<file path="src/rtl/arb_pkg.sv">
// Shared types for the instruction/data memory arbiter: FSM state encoding and
// the grant index used by the round-robin picker.
package arb_pkg;

    typedef enum logic [2:0] {
        ARB_IDLE  = 3'd0,
        ARB_IACC  = 3'd1,
        ARB_DACC  = 3'd2,
        ARB_IDONE = 3'd3,
        ARB_DDONE = 3'd4
    } arb_state_e;

    localparam logic GRANT_IBUS = 1'b0;
    localparam logic GRANT_DBUS = 1'b1;

    function automatic logic [1:0] grant_onehot(input logic idx);
        return idx ? 2'b10 : 2'b01;
    endfunction

endpackage

</file>
<file path="src/rtl/rr_arbiter2.sv">
// Two-requester round-robin picker. A tie goes to the requester that did not
// win the most recent update; last grant resets to index 0.
module rr_arbiter2
    import arb_pkg::*;
(
    input  logic       clk_i,
    input  logic       rst_i,
    input  logic [1:0] req_i,
    input  logic       update_i,
    output logic [1:0] grant_o
);

    logic last_q;
    logic last_d;

    always_comb begin
        grant_o = 2'b00;
        unique case (req_i)
            2'b01:   grant_o = 2'b01;
            2'b10:   grant_o = 2'b10;
            2'b11:   grant_o = grant_onehot(~last_q);
            default: grant_o = 2'b00;
        endcase

        last_d = last_q;
        if (update_i && (grant_o != 2'b00)) begin
            last_d = grant_o[1];
        end
    end

    always_ff @(posedge clk_i or posedge rst_i) begin
        if (rst_i) begin
            last_q <= GRANT_IBUS;
        end else begin
            last_q <= last_d;
        end
    end

endmodule

</file>
<file path="src/rtl/mem_bus_arbiter.sv">
// Shares one synchronous-read RAM between the CPU instruction and data buses.
// Each access takes three cycles: capture in IDLE, strobe cycle, completion cycle.
module mem_bus_arbiter
    import arb_pkg::*;
#(
    parameter int ADDR_WIDTH = 32,
    parameter int DATA_WIDTH = 32
) (
    input  logic                      clock,
    input  logic                      reset,

    input  logic [ADDR_WIDTH-1:0]     ibus_addr,
    input  logic                      ibus_read,
    output logic [DATA_WIDTH-1:0]     ibus_data,
    output logic                      ibus_stall,

    input  logic [ADDR_WIDTH-1:0]     dbus_addr,
    input  logic                      dbus_read,
    input  logic                      dbus_write,
    input  logic [DATA_WIDTH-1:0]     dbus_wdata,
    input  logic [DATA_WIDTH/8-1:0]   dbus_byteenable,
    output logic [DATA_WIDTH-1:0]     dbus_data,
    output logic                      dbus_stall,

    output logic [ADDR_WIDTH-1:0]     mem_addr,
    output logic                      mem_read,
    output logic                      mem_write,
    output logic [DATA_WIDTH-1:0]     mem_wdata,
    output logic [DATA_WIDTH/8-1:0]   mem_byteenable,
    input  logic [DATA_WIDTH-1:0]     mem_rdata
);

    localparam int BE_WIDTH = DATA_WIDTH / 8;

    arb_state_e            state_q, state_d;
    logic [ADDR_WIDTH-1:0] mem_addr_q, mem_addr_d;
    logic                  mem_read_q, mem_read_d;
    logic                  mem_write_q, mem_write_d;
    logic [DATA_WIDTH-1:0] mem_wdata_q, mem_wdata_d;
    logic [BE_WIDTH-1:0]   mem_be_q, mem_be_d;
    logic                  store_q, store_d;

    logic                  dbus_req;
    logic                  in_idle;
    logic [1:0]            req;
    logic [1:0]            grant;

    assign dbus_req = dbus_read | dbus_write;
    assign in_idle  = (state_q == ARB_IDLE);
    assign req      = in_idle ? {dbus_req, ibus_read} : 2'b00;

    rr_arbiter2 u_rr (
        .clk_i    (clock),
        .rst_i    (reset),
        .req_i    (req),
        .update_i (in_idle),
        .grant_o  (grant)
    );

    always_comb begin
        state_d     = state_q;
        mem_addr_d  = mem_addr_q;
        mem_read_d  = mem_read_q;
        mem_write_d = mem_write_q;
        mem_wdata_d = mem_wdata_q;
        mem_be_d    = mem_be_q;
        store_d     = store_q;

        unique case (state_q)
            ARB_IDLE: begin
                if (grant[0]) begin
                    mem_addr_d  = ibus_addr;
                    mem_read_d  = 1'b1;
                    mem_write_d = 1'b0;
                    mem_be_d    = '1;
                    store_d     = 1'b0;
                    state_d     = ARB_IACC;
                end else if (grant[1]) begin
                    // read+write together is a store
                    mem_addr_d  = dbus_addr;
                    mem_read_d  = ~dbus_write;
                    mem_write_d = dbus_write;
                    mem_wdata_d = dbus_wdata;
                    mem_be_d    = dbus_write ? dbus_byteenable : '1;
                    store_d     = dbus_write;
                    state_d     = ARB_DACC;
                end
            end
            ARB_IACC: begin
                mem_read_d  = 1'b0;
                mem_write_d = 1'b0;
                state_d     = ARB_IDONE;
            end
            ARB_DACC: begin
                mem_read_d  = 1'b0;
                mem_write_d = 1'b0;
                state_d     = ARB_DDONE;
            end
            ARB_IDONE, ARB_DDONE: begin
                state_d = ARB_IDLE;
            end
            default: begin
                mem_read_d  = 1'b0;
                mem_write_d = 1'b0;
                state_d     = ARB_IDLE;
            end
        endcase
    end

    always_ff @(posedge clock or posedge reset) begin
        if (reset) begin
            state_q     <= ARB_IDLE;
            mem_addr_q  <= '0;
            mem_read_q  <= 1'b0;
            mem_write_q <= 1'b0;
            mem_wdata_q <= '0;
            mem_be_q    <= '0;
            store_q     <= 1'b0;
        end else begin
            state_q     <= state_d;
            mem_addr_q  <= mem_addr_d;
            mem_read_q  <= mem_read_d;
            mem_write_q <= mem_write_d;
            mem_wdata_q <= mem_wdata_d;
            mem_be_q    <= mem_be_d;
            store_q     <= store_d;
        end
    end

    assign mem_addr       = mem_addr_q;
    assign mem_read       = mem_read_q;
    assign mem_write      = mem_write_q;
    assign mem_wdata      = mem_wdata_q;
    assign mem_byteenable = mem_be_q;

    assign ibus_stall = ibus_read && (state_q != ARB_IDONE);
    assign dbus_stall = dbus_req  && (state_q != ARB_DDONE);
    assign ibus_data  = (state_q == ARB_IDONE) ? mem_rdata : '0;
    assign dbus_data  = ((state_q == ARB_DDONE) && !store_q) ? mem_rdata : '0;

endmodule
</file>
<file path="config.mk">
export PLATFORM = sky130hd
export DESIGN_NAME = mem_bus_arbiter
export DESIGN_NICKNAME = d
export VERILOG_FILES = /design/src/rtl/arb_pkg.sv /design/src/rtl/rr_arbiter2.sv /design/src/rtl/mem_bus_arbiter.sv
export SDC_FILE = /design/constraint.sdc
export NUM_CORES = 1
export LEC_CHECK = 0
export ABC_AREA = 1
export BUFFER_PORTS_ARGS = -buffer_cell sky130_fd_sc_hd__buf_4
export CAP_MARGIN = 20
export CORE_ASPECT_RATIO = 2
export CORE_MARGIN = 2
export CORE_UTILIZATION = 35
export DETAILED_ROUTE_END_ITERATION = 16
export PLACE_DENSITY = 0.77
export SETUP_SLACK_MARGIN = 0.3
export SLEW_MARGIN = 20
export SYNTH_ARGS = -nofsm -noshare
export SYNTH_HDL_FRONTEND = slang
export SYNTH_HIERARCHICAL = 1
export SYNTH_SLANG_ARGS = --single-unit
export TNS_END_PERCENT = 50
</file>
<file path="constraint.sdc">
create_clock -name clock -period 2 [get_ports clock]
set_input_delay 0.1 -clock clock [delete_from_list [all_inputs] [get_ports clock]]
set_output_delay 0.1 -clock clock [all_outputs]
set_load 0.02 [all_outputs]
</file>
======== Word-level counts from Yosys, hierarchy flattened ========
Index checks and enable logic that the tools add are counted.
storage, ports and cells
  output and inout port bits .............. 136
  input port bits ......................... 137
  register bits after elaboration ......... 75
  word-level logic and storage cells ...... 52
cells by class
  reduce and logical (&&, ||, !) cells .... 11
  equality and inequality tests ........... 10
  muxes and demuxes ....................... 19
  bitwise gates (word level) .............. 4
operator list
  kind                                                              count
  32-bit two-way mux                                                4
  4-bit two-way mux                                                 3
  3-bit one-hot mux with 3 select lines                             1
  3-bit by 2-bit == test with 1-bit output (second input constant)  2
  3-bit two-way mux                                                 2
  2-bit one-hot mux with 3 select lines                             1
  2-bit == test (second input constant)                             2
  1-bit logical AND                                                 4
  1-bit two-way mux                                                 4
  2-bit two-way mux                                                 2
  1-bit one-hot mux with 2 select lines                             2
  2-bit AND reduction                                               2
  3-bit by 1-bit == test with 1-bit output (second input constant)  1
  3-bit == test (second input constant)                             1
  3-bit logical NOT                                                 1
  3-bit by 1-bit != test with 1-bit output (second input constant)  1
  3-bit by 2-bit != test with 1-bit output (second input constant)  1
  3-bit != test (second input constant)                             1
  1-bit inverter                                                    3
  3-bit AND reduction                                               1
  2-bit by 1-bit == test with 1-bit output (second input constant)  1
  2-bit nonzero test                                                1
  2-bit OR reduction                                                1
  1-bit logical NOT                                                 1
  1-bit OR                                                          1

======== Depth between registers and ports, before layout ========
  word-level depth ........................ 7
  depth in mapped cells ................... 12
  gate-level depth less buffers ........... 11

======== Modules after synthesis ========
Netlist, hierarchy kept.
by module, submodules not included
  module           sequential area each (um^2)  cells an instance  area each (um^2)  instances
  mem_bus_arbiter  1851.8                       479                3684.8            1
  rr_arbiter2      25.0                         10                 68.8              1

======== Worst setup path before layout ========
No wires, ideal clock.
  path type ............................... flip-flop to flip-flop
  start point ............................. reg state_q[1]
  end point ............................... reg mem_addr_q[24], in the netlist mem_addr[24]
  clock period less this slack ............ 1966 ps
  path slack .............................. 34 ps
  path buffers ............................ 2
  arrival time ............................ 1843 ps
  required time ........................... 1877 ps
  cell stages (with the launch flop) ...... 11
  setup time .............................. 123 ps
  cells stage by stage .................... dfrtp_1 -> nor2_4 -> nand2_2 -> a21oi_1 -> and2_4 -> nor2_2 -> buf_2 -> buf_2 -> or2_2 -> o21ai_0 -> o21ai_1
between the ends
  word-level cells in the longest chain between the ends .. 6
  elaborated cells between the ends (all ways) .. 9
  those cells by class .................... 3 x eq/ne; 3 x mux; 3 x reduce/logical
ends and longest elaborated chain
  what                                                                              line                    text
  start: declaration                                                                mem_bus_arbiter.sv:35   arb_state_e state_q, state_d;
  start signal: assignment                                                          mem_bus_arbiter.sv:120  state_q <= state_d;
  3-bit logical NOT (*)                                                             mem_bus_arbiter.sv:49   assign in_idle = (state_q == ARB_IDLE);
  2-bit two-way mux (*)                                                             mem_bus_arbiter.sv:50   assign req = in_idle ? {dbus_req, ibus_read} : 2'b00;
  via req[1]                                                                        mem_bus_arbiter.sv:45   logic [1:0] req;
  2-bit == test / 2-bit by 1-bit == test with 1-bit output (equally long branches)  rr_arbiter2.sv:18       unique case (req_i)
  2-bit one-hot mux with 3 select lines (*)                                         rr_arbiter2.sv:18
  via grant[1]                                                                      mem_bus_arbiter.sv:46   logic [1:0] grant;
  2-bit nonzero test (no source line) (*)                                           --
  2-bit AND reduction (no source line) (*)                                          --
  end signal: assignment                                                            mem_bus_arbiter.sv:121  mem_addr_q <= mem_addr_d;
  end: declaration                                                                  mem_bus_arbiter.sv:36   logic [ADDR_WIDTH-1:0] mem_addr_q, mem_addr_d;
The timed path passes the listed nets; every way through them passes the cells marked *.
A chain may end at the register's enable or synchronous reset.

======== Worst setup path after layout ========
  start point ............................. reg state_q[1]
  end point ............................... reg mem_wdata_q[22], in the netlist mem_wdata[22]
between the ends
  elaborated cells between the ends (all ways) .. 8
  those cells by class .................... 3 x eq/ne; 2 x mux; 1 x bitwise; 2 x reduce/logical
RTL lines
  what                                                                              line                    text
  3-bit logical NOT (*)                                                             mem_bus_arbiter.sv:49
  2-bit two-way mux (*)                                                             mem_bus_arbiter.sv:50
  via req[1]                                                                        mem_bus_arbiter.sv:45
  2-bit == test / 2-bit by 1-bit == test with 1-bit output (equally long branches)  rr_arbiter2.sv:18
  2-bit one-hot mux with 3 select lines (*)                                         rr_arbiter2.sv:18
  via grant[1]                                                                      mem_bus_arbiter.sv:46
  3-bit AND reduction (no source line) (*)                                          --
  end signal: assignment                                                            mem_bus_arbiter.sv:124  mem_wdata_q <= mem_wdata_d;
  end: declaration                                                                  mem_bus_arbiter.sv:39   logic [DATA_WIDTH-1:0] mem_wdata_q, mem_wdata_d;
Marked as above.

==> results.yml <==
run_status:
  outcome: "finished clean"
clock_network:
  cts_root_buf: "clkbuf_16"
  numCtsBuffers: 9
  h-tree-depth: 3
  clock_path_buffers: 2
  tritoncts: "yes"
  clkTransAtPathRegs_ps: 60
  clk_latency_ps: 330
  cts_sinks: 75
logic_synthesis:
  ys_seq_area_frac: 0.500
  yosysTopAreaCell: "dfrtp_1"
  synth_edf_count: 0
  synthAdderAreaFrac: 0
  synthFlopType: "dfrtp_1"
  synth_cell_types: 21
  syn_nets: 626
  synth_xor_area_frac: 0
  ys_warn_count: 6
  yosys-top-cells-area: "dfrtp_1 (50%), nand2_1 (11%), o21ai_0 (9.1%)"
  syn-cell-area_um2: 3750
  synth_top_family_by_area: "simple AND/OR/NAND/NOR gates"
  synth-seq-cells: 75
  synth_top_area_share: 0.500
  syn_inst: 489
  syn_avg_cell_area_um2: 7.68
  async_reset_ff_frac: 1.00
  synthSimpleGateAreaFrac: 0.264
  synth.area.mux_share: 0
  synth-compound-area-share: 0.144
run:
  drv_cap: 0
sta:
  rsz0062_at_grt: "true"
  post-route-period-util: 0.962
  max_slew_margin: 0.585
  hold_violations: 0
  worst_slack_ps: 76.8
  slew_viol_final: 0
  setup-violations-final: 0
  tightestPinTransition_ps: 621
  skew_ps: 8.55
  period_minus_slack_ps: 1920
  max_freq_ghz: 0.520
  finalSetupTns_ps: 0
layout:
  areaGrowthSynthToFinish_pct: 90.0
  fin_nets: 951
  fin_area_um2: 7130
  num_antenna_cells: 0
  drive_gt1_frac: 0.501
  fin_util: 0.681
  fillCellCount: 837
worst_setup_path:
  crit_type: "reg -> reg"
  crit_chain: "nor2_4 > nand2_4 > a21oi_4 > and2_4 > nor2_4 > inv_2 > nand3_4 > nor2_4 > clkbuf_16 > nand2_1 > nand2_1"
  cp.required_ps: 2270
  critical-path-top-delay-family: "simple AND/OR/NAND/NOR gates"
  cp-end-kind: "flip-flop"
  cp.arrival_ps: 2190
  critPathBufInv: 2
  worstReg2RegStart: "state_q[1]"
  slowest_delay_ps: 410
  path_max_fanout: 16
  worstRegToRegCells: 11
  crit_end: "mem_wdata[22]"
  r2r_end: "mem_wdata[22]"
  cp_slowest_cell: "dfrtp_1"
  start_kind: "flip-flop"
  worstSetupPathDepth: 11
  r2r_slack_ps: 80
  cp_common_cell: "nor2_4"
  worstSetupStartpoint: "state_q[1]"
min_path:
  hold_class: "in -> reg"
route:
  met2_length_um: 8650
  wirelength_met1_um: 5200
  wl_met3_um: 969
  drt_iter0_drc: 205
  first_pass_iters: 5
  wire_per_inst_um: 16.1
  drc_errors: 0
  routed.top_layer: "met4"
  antenna_left: 0
  drt-total-wl_um: 15400
  viasPerCell: 4.80
  num_vias: 4587
floorplan:
  die_width_um: 77.2
  io-pin-count: 273
  core_area_um2: 10500
  rows: 53
  dieArea_um2: 11600
  die_h_um: 150
  start_util: 0.358
placement:
  pre_cts_ws_ps: 24.7
  portBuffers: 272
  dpl.hpwl_um: 10500
  gp_congestion: 0.877
  placed_area_um2: 6030
global_route:
  grt-ovfl-total: 0
  grt_pass1_wl_um: 22200
  grt_pass1_vias: 4590
  grt_start_max_net_pins: 35
  grt_use_total: 0.242
  antenna_found_initial: 0
power_and_ir_drop:
  fin_total_pwr_mw: 11.8
  p_leak_nw: 3.89
  p_per_area_nw_per_um2: 1650
  ir_drop_v: 0.00105
layout by cell type (no fill, tap or decap), types with 2 or more instances in the layout:
| master | netlist | final |
|---|---|---|
| buf_4 | 6 | 291 |
| nand2_1 | 112 | 89 |
| dfrtp_1 | 75 | 75 |
| nor2_1 | 71 | 64 |
| o21ai_1 | 36 | 53 |
| inv_1 | 45 | 42 |
| o21ai_0 | 68 | 41 |
| dlygate4sd3_1 | 0 | 33 |
| or2_2 | 32 | 32 |
| nand2_2 | 1 | 13 |
| clkbuf_16 | 0 | 12 |
| nand2_4 | 0 | 11 |
| o21ai_2 | 0 | 10 |
| nor2_4 | 2 | 8 |
| buf_6 | 4 | 7 |
| buf_12 | 0 | 7 |
| nand3_1 | 5 | 5 |
| clkinvlp_4 | 0 | 5 |
| nor3_1 | 4 | 4 |
| nor2_2 | 2 | 3 |
| inv_2 | 0 | 2 |
| a21oi_1 | 3 | 2 |
synth_stat cells, types with 3 or more instances:
library cell and instances:
dfrtp_1 75, buf_4 6, or2_2 32, a21oi_1 3
nor3_1 4, buf_6 4, o21ai_1 36, clkbuf_1 14
nand3_1 5, o21ai_0 68, inv_1 45, buf_2 5
nand2_1 112, nor2_1 71
how the worst min path moves through the flow:
| stage | startpoint | end | depth (start not counted) |
|---|---|---|---|
| 5_1_grt | dbus_byteenable[2] | mem_byteenable[2] | 3 |
| 6_report | dbus_byteenable[2] | mem_byteenable[2] | 3 |
| 4_1_cts | dbus_byteenable[2] | mem_byteenable[2] | 3 |
| 2_1_floorplan | reset | u_rr/last_q | 1 |
| 3_3_place_gp | reset | u_rr/last_q | 2 |
| 3_5_place_dp | reset | u_rr/last_q | 2 |
through the flow:
stage               hold WS [ps]  cells
global placement           -21.5    891
finish                      32.7    956
floorplan                   -171    489
global route                42.6    956
detailed placement         -25.3    891
CTS                         25.9    947
cell families (layout without fill, tap and decap cells):
group,after synthesis,after routing
buffers and inverters,75,405
AOI/OAI and AO/OA,108,108
and+or+nand+nor,231,231
DFF,75,75
metal layers:
layer  vias to the layer above  track usage
li1                       2184            -
met1                      2115        0.246
met2                       248        0.460
met3                        40       0.0504
met4                         0        0.114
met5                         -            0
layout make-up:
type / count / area, um^2 / area share
Tap cell: 137 / 171 / 0.0240
Timing Repair Buffer: 343 / 2850 / 0.400
Clock buffer: 10 / 239 / 0.0335
Clock inverter: 6 / 65.1 / 0.00912
Multi-Input combinational cell: 339 / 1750 / 0.245
Inverter: 46 / 179 / 0.0251
Sequential cell: 75 / 1880 / 0.263
where the power goes:
part	total (mW)	switching (mW)	internal [mW]
Combinational	7.40	4.22	3.18
Clock	1.63	0.636	0.997
Sequential	2.72	0.426	2.29
Total	11.8	5.28	6.47
repair_timing:
action	CTS	global route
cloned	1	4
buffers inserted	6	5
endpoints found under the setup margin	117	136
gates resized for setup	36	68
pin swaps	3	3
hold endpoints to repair	58	0
hold buffers	33	0
worst register-to-register path, delay by kind of cell, from the launching register on:
family          cells  cell delay (ps)
flops               1              410
simple gates        8              980
buf+inv             2              330
compound gates      1              160
sequential cells by signal, indices dropped and copies added, names as in the netlist:
signal          cells
u_rr/last_q         1
mem_wdata          32
mem_write           1
mem_read            1
state_q             3
mem_byteenable      4
mem_addr           32
store_q             1
Note: power is estimated with default switching activity, not from simulation.
